==> src/rtl/smg_pkg.sv <==
// Shared constants and types for the seven-segment scan engine.
package smg_pkg;

  localparam int NUM_DIGITS = 6;

  localparam logic [7:0] SEG_OFF  = 8'hFF;
  localparam logic [5:0] SCAN_OFF = 6'h3F;

  // Active-low {dp,g,f,e,d,c,b,a} patterns; entry n is the glyph for hex n.
  // dp (bit 7) is high in every entry and is overridden by the decoder.
  localparam logic [15:0][7:0] SEG_TABLE = {
    8'h8E, 8'h86, 8'hA1, 8'hC6, 8'h83, 8'h88, 8'h90, 8'h80,
    8'hF8, 8'h82, 8'h92, 8'h99, 8'hB0, 8'hA4, 8'hF9, 8'hC0
  };

  // One complete display frame as offered by the register file.
  typedef struct packed {
    logic [23:0] digits;
    logic [5:0]  dp;
    logic [5:0]  blank;
  } smg_frame_t;

  localparam smg_frame_t FRAME_CLEAR = '0;

endpackage

==> src/rtl/smg_hex_decode.sv <==
// Combinational hex digit to active-low segment decoder with decimal point.
module smg_hex_decode
  import smg_pkg::*;
(
  input  logic [3:0] digit,
  input  logic       dp,
  output logic [7:0] seg
);

  // Table lookup for the glyph, dp segment lit (low) when dp is requested.
  always_comb begin
    seg    = SEG_TABLE[digit];
    seg[7] = ~dp;
  end

endmodule

==> src/rtl/smg_scan_ctrl.sv <==
// Six-digit common-anode scan engine with shadowed frame updates.
// A frame offered through upd_valid/upd_ready lands in a pending buffer and
// is promoted to the active buffer only at a frame boundary (or at once
// while scanning is disabled), so a frame is never shown half old/half new.
module smg_scan_ctrl
  import smg_pkg::*;
#(
  parameter int DIGIT_CYCLES = 50000,
  parameter int BLANK_CYCLES = 500
) (
  input  logic        S_AXI_ACLK,
  input  logic        S_AXI_ARESET,
  input  logic        en,
  input  logic        upd_valid,
  output logic        upd_ready,
  input  logic [23:0] upd_digits,
  input  logic [5:0]  upd_dp,
  input  logic [5:0]  upd_blank,
  output logic        frame_done,
  output logic [7:0]  SMG_Data,
  output logic [5:0]  Scan_Sig
);

  localparam int             PW          = (DIGIT_CYCLES > 1) ? $clog2(DIGIT_CYCLES) : 1;
  localparam logic [PW-1:0]  PRESC_LAST  = PW'(DIGIT_CYCLES - 1);
  localparam logic [PW-1:0]  PRESC_BLANK = PW'(BLANK_CYCLES);
  localparam logic [2:0]     IDX_LAST    = 3'(NUM_DIGITS - 1);

  logic [PW-1:0] presc_q, presc_d;
  logic [2:0]    idx_q, idx_d;
  logic          pend_q, pend_d;
  smg_frame_t    active_q, active_d;
  smg_frame_t    pending_q, pending_d;
  logic          done_q, done_d;
  logic [7:0]    seg_q, seg_d;
  logic [5:0]    scan_q, scan_d;

  logic          slot_wrap;
  logic          frame_bnd;
  logic          accept;

  logic [3:0]    digit_nib [NUM_DIGITS];
  logic [3:0]    cur_digit;
  logic          cur_dp;
  logic          cur_blank;
  logic [7:0]    cur_seg;

  // Split the active frame's packed digit field into per-digit nibbles.
  generate
    for (genvar gi = 0; gi < NUM_DIGITS; gi++) begin : g_nib
      assign digit_nib[gi] = active_q.digits[4*gi +: 4];
    end
  endgenerate

  // Pick the digit currently being scanned out of the active frame.
  always_comb begin
    cur_digit = 4'h0;
    cur_dp    = 1'b0;
    cur_blank = 1'b0;
    for (int i = 0; i < NUM_DIGITS; i++) begin
      if (idx_q == 3'(i)) begin
        cur_digit = digit_nib[i];
        cur_dp    = active_q.dp[i];
        cur_blank = active_q.blank[i];
      end
    end
  end

  smg_hex_decode u_dec (
    .digit (cur_digit),
    .dp    (cur_dp),
    .seg   (cur_seg)
  );

  // Prescaler / digit index sequencing; both park at zero while disabled.
  always_comb begin
    slot_wrap = (presc_q == PRESC_LAST);
    frame_bnd = en && slot_wrap && (idx_q == IDX_LAST);
    presc_d   = '0;
    idx_d     = '0;
    if (en) begin
      if (slot_wrap) begin
        presc_d = '0;
        idx_d   = (idx_q == IDX_LAST) ? 3'd0 : idx_q + 3'd1;
      end else begin
        presc_d = presc_q + PW'(1);
        idx_d   = idx_q;
      end
    end
  end

  // Handshake and shadow buffering. Accept and promote can never coincide:
  // accept needs the pending flag clear, promotion needs it set, so a frame
  // accepted on a boundary cycle waits for the following boundary.
  always_comb begin
    accept    = upd_valid && !pend_q;
    active_d  = active_q;
    pending_d = pending_q;
    pend_d    = pend_q;
    done_d    = frame_bnd;
    if (pend_q && (frame_bnd || !en)) begin
      active_d = pending_q;
      pend_d   = 1'b0;
    end
    if (accept) begin
      pending_d = '{digits: upd_digits, dp: upd_dp, blank: upd_blank};
      pend_d    = 1'b1;
    end
  end

  // Next pin values from the current scan position; dark during the
  // ghost-suppression interval at the start of each slot and when disabled.
  always_comb begin
    seg_d  = SEG_OFF;
    scan_d = SCAN_OFF;
    if (en && (presc_q >= PRESC_BLANK)) begin
      scan_d = SCAN_OFF & ~(6'd1 << idx_q);
      if (!cur_blank) begin
        seg_d = cur_seg;
      end
    end
  end

  // State and output registers.
  always_ff @(posedge S_AXI_ACLK or posedge S_AXI_ARESET) begin
    if (S_AXI_ARESET) begin
      presc_q   <= '0;
      idx_q     <= '0;
      pend_q    <= 1'b0;
      active_q  <= FRAME_CLEAR;
      pending_q <= FRAME_CLEAR;
      done_q    <= 1'b0;
      seg_q     <= SEG_OFF;
      scan_q    <= SCAN_OFF;
    end else begin
      presc_q   <= presc_d;
      idx_q     <= idx_d;
      pend_q    <= pend_d;
      active_q  <= active_d;
      pending_q <= pending_d;
      done_q    <= done_d;
      seg_q     <= seg_d;
      scan_q    <= scan_d;
    end
  end

  assign upd_ready  = ~pend_q;
  assign frame_done = done_q;
  assign SMG_Data   = seg_q;
  assign Scan_Sig   = scan_q;

endmodule

==> config.mk <==
export PLATFORM = sky130hd
export DESIGN_NAME = smg_scan_ctrl
export DESIGN_NICKNAME = d
export VERILOG_FILES = /design/src/rtl/smg_pkg.sv /design/src/rtl/smg_hex_decode.sv /design/src/rtl/smg_scan_ctrl.sv
export SDC_FILE = /design/constraint.sdc
export NUM_CORES = 1
export LEC_CHECK = 0
export BUFFER_PORTS_ARGS = -buffer_cell sky130_fd_sc_hd__buf_2
export CELL_PAD_IN_SITES_DETAIL_PLACEMENT = 0
export CELL_PAD_IN_SITES_GLOBAL_PLACEMENT = 1
export CORE_UTILIZATION = 51
export DETAILED_ROUTE_END_ITERATION = 6
export PLACE_DENSITY = 0.88
export SLEW_MARGIN = 15
export SYNTH_ARGS = -nofsm -noshare
export SYNTH_HDL_FRONTEND = slang
export SYNTH_SLANG_ARGS = --single-unit
==> constraint.sdc <==
create_clock -name S_AXI_ACLK -period 7.2 [get_ports S_AXI_ACLK]
set_clock_uncertainty 0.05 [all_clocks]
set_input_delay 0.36 -clock S_AXI_ACLK [delete_from_list [all_inputs] [get_ports S_AXI_ACLK]]
set_output_delay 0.36 -clock S_AXI_ACLK [all_outputs]
set_load 0.01 [all_outputs]
### Word-level counts from Yosys, hierarchy flattened

Memories as Yosys holds them, arrays and structs flattened.
Cells that the tools add are included.

| word-level totals | value |
|---|---|
| memories | 1 |
| output and inout port bits | 16 |
| ROM bits | 128 |
| input bits | 40 |
| word-level logic and storage cells | 67 |
| flip-flop bits (word level) | 107 |

| operators by class | value |
|---|---|
| magnitude comparators | 2 |
| muxes and demuxes | 29 |
| shift-type cells | 1 |
| reduce and logical (&&, ||, !) cells | 10 |
| equality and inequality tests | 7 |
| bitwise logic cells | 3 |
| $add $sub $neg | 2 |

Memory list:

| memory | depth | width | rd ports | clocked after Yosys merged registers in | write ports | RTL line | source |
|---|---|---|---|---|---|---|---|
| (no name shown) | 16 | 8 | 1 | 0 | 0 | smg_hex_decode.sv:12 | `seg = SEG_TABLE[digit];` |

Operators by type and width:

| cell | count |
|---|---|
| 2-to-1 mux 16 bit | 2 |
| 2-to-1 mux 4 bit | 6 |
| adder 16 x 1 -> 16 bit, second input constant | 1 |
| equality test 16 bit, second input constant | 1 |
| greater-or-equal comparator 16 x 9 -> 1 bit, second input constant | 1 |
| 2-to-1 mux 8 bit | 2 |
| 2-to-1 mux 1 bit | 14 |
| 2-to-1 mux 3 bit | 3 |
| 2-to-1 mux 7 bit | 1 |
| equality test 3 x 2 -> 1 bit, second input constant | 2 |
| equality test 3 bit, second input constant | 2 |
| 2-to-1 mux 6 bit | 1 |
| NOT 6 bit | 1 |
| left shift 1 x 3 -> 6 bit, first input constant | 1 |
| logical AND 1 bit | 5 |
| less-than comparator 4 x 5 -> 1 bit, second input constant | 1 |
| adder 3 x 1 -> 3 bit, second input constant | 1 |
| equality test 3 x 1 -> 1 bit, second input constant | 1 |
| zero test 3 bit | 1 |
| zero test 1 bit | 2 |
| inequality test 2 x 1 -> 1 bit, second input constant | 1 |
| NOT 1 bit | 2 |
| nonzero test 2 bit | 1 |
| logical OR 1 bit | 1 |

### Longest topological paths before layout

| logic depth | value |
|---|---|
| depth in word-level cells | 11 |
| depth in mapped cells | 13 |
| gate-level depth less buffers | 10 |

### Hierarchy

From an unflattened synthesis, not the netlist that was laid out.

| unflattened totals | value |
|---|---|
| cells, all modules | 388 |
| area, all modules | 4863.4 µm² |

Modules (own cells, without submodules):

| module | instances | area an instance (µm²) | sequential area each (µm²) | cells each |
|---|---|---|---|---|
| smg_scan_ctrl | 1 | 4584.4 | 2695.1 | 355 |
| smg_hex_decode | 1 | 279.0 | 0.0 | 33 |

### Least setup slack after synthesis

No wires, ideal clock.

| timing | value |
|---|---|
| kind | register -> register |
| start point | register idx_q[1] |
| end point | register seg_q[3] (netlist: SMG_Data[3]) |
| cell stages (with the launch flop) | 13 |
| clock period less this slack | 2717 ps |
| arrival | 2578 ps |
| path slack | 4483 ps |
| library setup time | 89 ps |
| required time | 7061 ps |
| path buffers | 3 |
| cell sequence | dfrtp_1 > buf_6 > buf_2 > and2_1 > ha_1 > buf_2 > a21bo_2 > a221o_1 > o221ai_1 > inv_1 > ha_1 > a211oi_1 > o21ai_0 |

| between the ends | value |
|---|---|
| cells in the longest elaborated chain, start to end | 11 |
| elaborated cells between the ends (all ways) | 22 |
| classes of those cells | eq/ne: 5; mux: 15; reduce/logical: 1; memory: 1 |

Ends and longest elaborated chain:

| element | RTL line | source |
|---|---|---|
| start, declared | smg_scan_ctrl.sv:30 | `logic [2:0] idx_q, idx_d;` |
| start signal, assigned | smg_scan_ctrl.sv:137 | `idx_q <= idx_d;` |
| zero test 3 bit | smg_scan_ctrl.sv:61 | `if (idx_q == 3'(i)) begin` |
| 2-to-1 mux 4 bit (6 in series) | smg_scan_ctrl.sv:61 |  |
| memory (16 x 8 bit) | -- |  |
| 2-to-1 mux 7 bit (not written as such) | smg_hex_decode.sv:12 |  |
| 2-to-1 mux 8 bit (*) | smg_scan_ctrl.sv:118 | `if (!cur_blank) begin` |
| 2-to-1 mux 8 bit (*) | smg_scan_ctrl.sv:116 | `if (en && (presc_q >= PRESC_BLANK)) begin` |
| net seg_d[3] | smg_scan_ctrl.sv:35 | `logic [7:0] seg_q, seg_d;` |
| end signal, assigned | smg_scan_ctrl.sv:142 | `seg_q <= seg_d;` |
| end, declared | smg_scan_ctrl.sv:35 |  |

Mark *: on every way through the listed nets, which the timed path passes. The rest lies on a longest branch. The select of a mux whose other input is x is not followed.
A chain may end at the register's enable or synchronous reset.

### Worst setup path after layout

Same ends and word-level chain as after synthesis.

==> key figures <==
Global route
  • Vias in the first global route: about 3200
  • Total track usage: about a fifth
  • First-pass GRT wire length: 15700 µm
  • Grt ovf: 0
  • Initial antenna violation count: 0
  • Largest net degree at the start of global routing: 79

Die
  • Initial Utilization: ~53%
  • DIE HEIGHT: between 100 and 150 µm
  • Die Width: between 100 and 150 µm
  • Io pins: 56
  • Die area: roughly 10000 µm²
  • Cell Rows: 35
  • Core area: 9330 µm²

Synth
  • Synth warn: 0
  • Post-synth top flop: dfrtp_1
  • Post-Syn Nets: about 430
  • Yosys cell types: 54
  • Synthesized instance count: 376
  • Post-Syn Area: slightly below 5000 µm²
  • Number of synthesized register bits: ~110
  • Ys async rst share: between 90% and 100%
  • Top post-synthesis cells by area: dfrtp_1 (47%), mux2_2 (10%), mux2_4 (8.8%), dfstp_2 (7.4%), ha_1 (2.5%)
  • Yosys top cell by area: dfrtp_1
  • Seq/Total Area, Yosys: between 50% and 60%
  • EDFF count, synth: 0
  • Synth Area per Inst: approximately 13 µm²
  • Synth top area share: between 40% and 50%

Timing
  • Hold_ws: approximately 0.15 ns
  • Crit path time final: between 3 and 4 ns
  • Fmax: between 0.3 and 0.4 GHz
  • Total negative slack: 0 ns
  • Max Slew Vio Count: 0
  • Slew Limit Headroom: a little under two fifths
  • Final Hold Vio Count: 0
  • Unrepaired setup endpoints after global routing: no
  • Final setup vio count: 0
  • Slew @ Worst Pin: around 0.95 ns
  • Final period util: between 40% and 50%

Worst setup path
  • Crit-path cells: and2_1 -> ha_1 -> nor2_1 -> a221o_1 -> o221ai_1 -> inv_1 -> ha_1 -> a211oi_1 -> o21ai_0
  • Critical path's slowest cell: dfrtp_1
  • Cells on worst reg2reg path: 9
  • Crit path DAT: about 3.3 ns
  • Crit path launch type: register
  • R2r setup slk: ~4.1 ns
  • Slowest stage delay, CP: between 0.8 and 0.9 ns
  • CP Buf/Inv Count: 1
  • R2R Path End: SMG_Data[3]$_DFF_PP1_
  • Setup CP Type: register to register
  • Worst R2R Start: idx_q[1]$_DFFE_PP0P_
  • CP required: 7.43 ns
  • Crit Path Max Fanout: 24
  • Cell occurring most often along the worst timing path: ha_1
  • CP Capture Type: register
  • Delay-heaviest family, CP: compound AO/OA/AOI/OAI gates

Route
  • Drt pass-1 iters: 4
  • Vias per cell: ~5.4
  • DRC Markers: 0
  • Initial DRC Count: 249
  • Wirelength per Cell: between 15 and 20 µm
  • DRT antenna net count: 0
  • Post-Route WL: 9010 µm
  • Vias: just over 3000

Final layout
  • Filler cell count: about 790
  • Most frequent cells in the layout: dfrtp_1 (93), buf_2 (55), mux2_2 (44)
  • Footprint of the multi-input gates: 2120 µm²
  • Register area: 2700 µm²
  • Antenna Cells: 0
  • Share of cells above drive strength 1: just under 40%
  • P&R area growth vs syn: 11.7%
  • Post-layout nets: roughly 480
  • Final Non-Filler Cells: 565
  • Commonest non-fill, non-tap cell in the layout: dfrtp_1
  • Final Cell Area: 5520 µm²

Flow run
  • Max Cap Viol: 0

Status
  • Status: complete, no violations

Placement
  • Hpwl dp: roughly 6400 µm
  • Placement Cell Area: 5310 µm²
  • GPL Wtd Cong: around 0.92
  • Inst Count DP: roughly 550
  • Port bufs: between 50 and 60

Hold path
  • Hold EP: pend_q$_DFFE_PP0P_
  • Hold depth: 2
  • Worst Hold Class: input pin to register
  • Hold Path Origin: upd_valid

Power and ir drop
  • Lkg Pwr: ~2.4 nW
  • Power Density: about 290 nW/µm²
  • Power Total: approximately 1.6 mW
  • VDD IR max: approximately 0.00016 V

Clocking
  • CTS resizes: 0
  • CTS tree: built
  • Clk Latency, worst-skew pair: 0.38 ns
  • CTS root buffer: clkbuf_8
  • Clock-pin slew on the worst setup and hold paths: about 0.1 ns
  • Clk sinks: ~110
  • Num CTS Buffers: 9
  • # H-tree levels: 3
  • Clk buf depth: 2
[routing by layer]
layer | vias up | share of wire [%] | GRT usage (%)
met4 | 0 | 1.1 | 5.35
met1 | 1533 | 48 | 28.1
li1 | 1446 | - | -
met3 | 10 | 4.0 | 5.06
met2 | 76 | 47 | 31.2
met5 | - | 0 | 0
[report_power, final]
| group | switching (mW) | internal (mW) | leakage, nW |
|---|---|---|---|
| clock network | 0.218 | 0.145 | 0.100 |
| registers | 0.0984 | 0.742 | 1.28 |
| logic | 0.157 | 0.225 | 1.07 |
[what timing repair did]
action | CTS | global route
buffers inserted | 0 | 0
hold buffers | 1 | 0
hold endpoints to repair | 16 | 0
[stage by stage]
step	util [%]	setup slack [ns]
4_1_cts	59.2	4.11
3_3_place_gp	56.9	4.30
3_5_place_dp	56.9	4.13
2_1_floorplan	-	4.00
6_report	59.2	4.09
5_1_grt	59.2	3.85
[worst max-delay path by stage]
stage / from / end / slack [ns] / cells past startpoint
global placement: idx_q[1]$_DFFE_PP0P_ / SMG_Data[3]$_DFF_PP1_ / 4.30 / 9
detailed placement: idx_q[1]$_DFFE_PP0P_ / SMG_Data[3]$_DFF_PP1_ / 4.13 / 9
finish: idx_q[1]$_DFFE_PP0P_ / SMG_Data[3]$_DFF_PP1_ / 4.09 / 9
floorplan: S_AXI_ARESET / active_q[0]$_DFFE_PP0P_ / 4.00 / 1
CTS: idx_q[1]$_DFFE_PP0P_ / SMG_Data[3]$_DFF_PP1_ / 4.11 / 9
global route: idx_q[1]$_DFFE_PP0P_ / SMG_Data[3]$_DFF_PP1_ / 3.85 / 10
[state kept, by name (all words and copies together) (netlist names)]
signal,count
Scan_Sig,6
SMG_Data,8
frame_done,1
presc_q,16
idx_q,3
active_q,36
pend_q,1
pending_q,36
[kinds of logic (layout without fill, tap and decap cells)]
kind of cell | after synthesis | in the layout | synth area share [%]
adder cells (fa/ha/maj) | 10 | 10 | 2.53
flip-flops | 107 | 107 | 54.5
multiplexers | 81 | 81 | 20.4
XOR/XNOR | 14 | 14 | 2.48
buffers and inverters | 25 | 85 | 2.68
AO/OA/AOI/OAI | 49 | 49 | 7.52
AND/OR/NAND/NOR | 90 | 90 | 9.84
[final cells by class]
class / count / area share [%]
sequential: 107 / 48.8
multi-input combinational: 244 / 38.4
timing repair buffer: 58 / 5.44
tap: 129 / 2.92
clock buffer: 10 / 2.49
clock inverter: 6 / 1.16
inverter: 11 / 0.793
[worst reg2reg max path: stages (launching register included)]
cell,delay [ns]
dfrtp_1,0.85
and2_1,0.23
ha_1,0.36
nor2_1,0.18
a221o_1,0.29
o221ai_1,0.21
inv_1,0.21
ha_1,0.29
a211oi_1,0.23
o21ai_0,0.13
[Yosys cell counts, types with 3 or more instances]
cell type  count
o221ai_1       6
and3_1         6
nor2_1        24
buf_2          7
o21ai_0        5
mux2i_1        8
nor3_1         7
a21oi_1       10
mux2_4        29
nand3_1        9
a221o_1        3
nor2b_1        4
dfstp_2       14
a211oi_1       3
dfrtp_1       93
xor2_1         7
and2_1         5
nand2b_1       5
ha_1          10
mux2_2        44
buf_6          4
o211ai_1       3
nand2_1       17
inv_1         11
xnor2_1        7
Note: power is estimated with default switching activity, not from simulation.
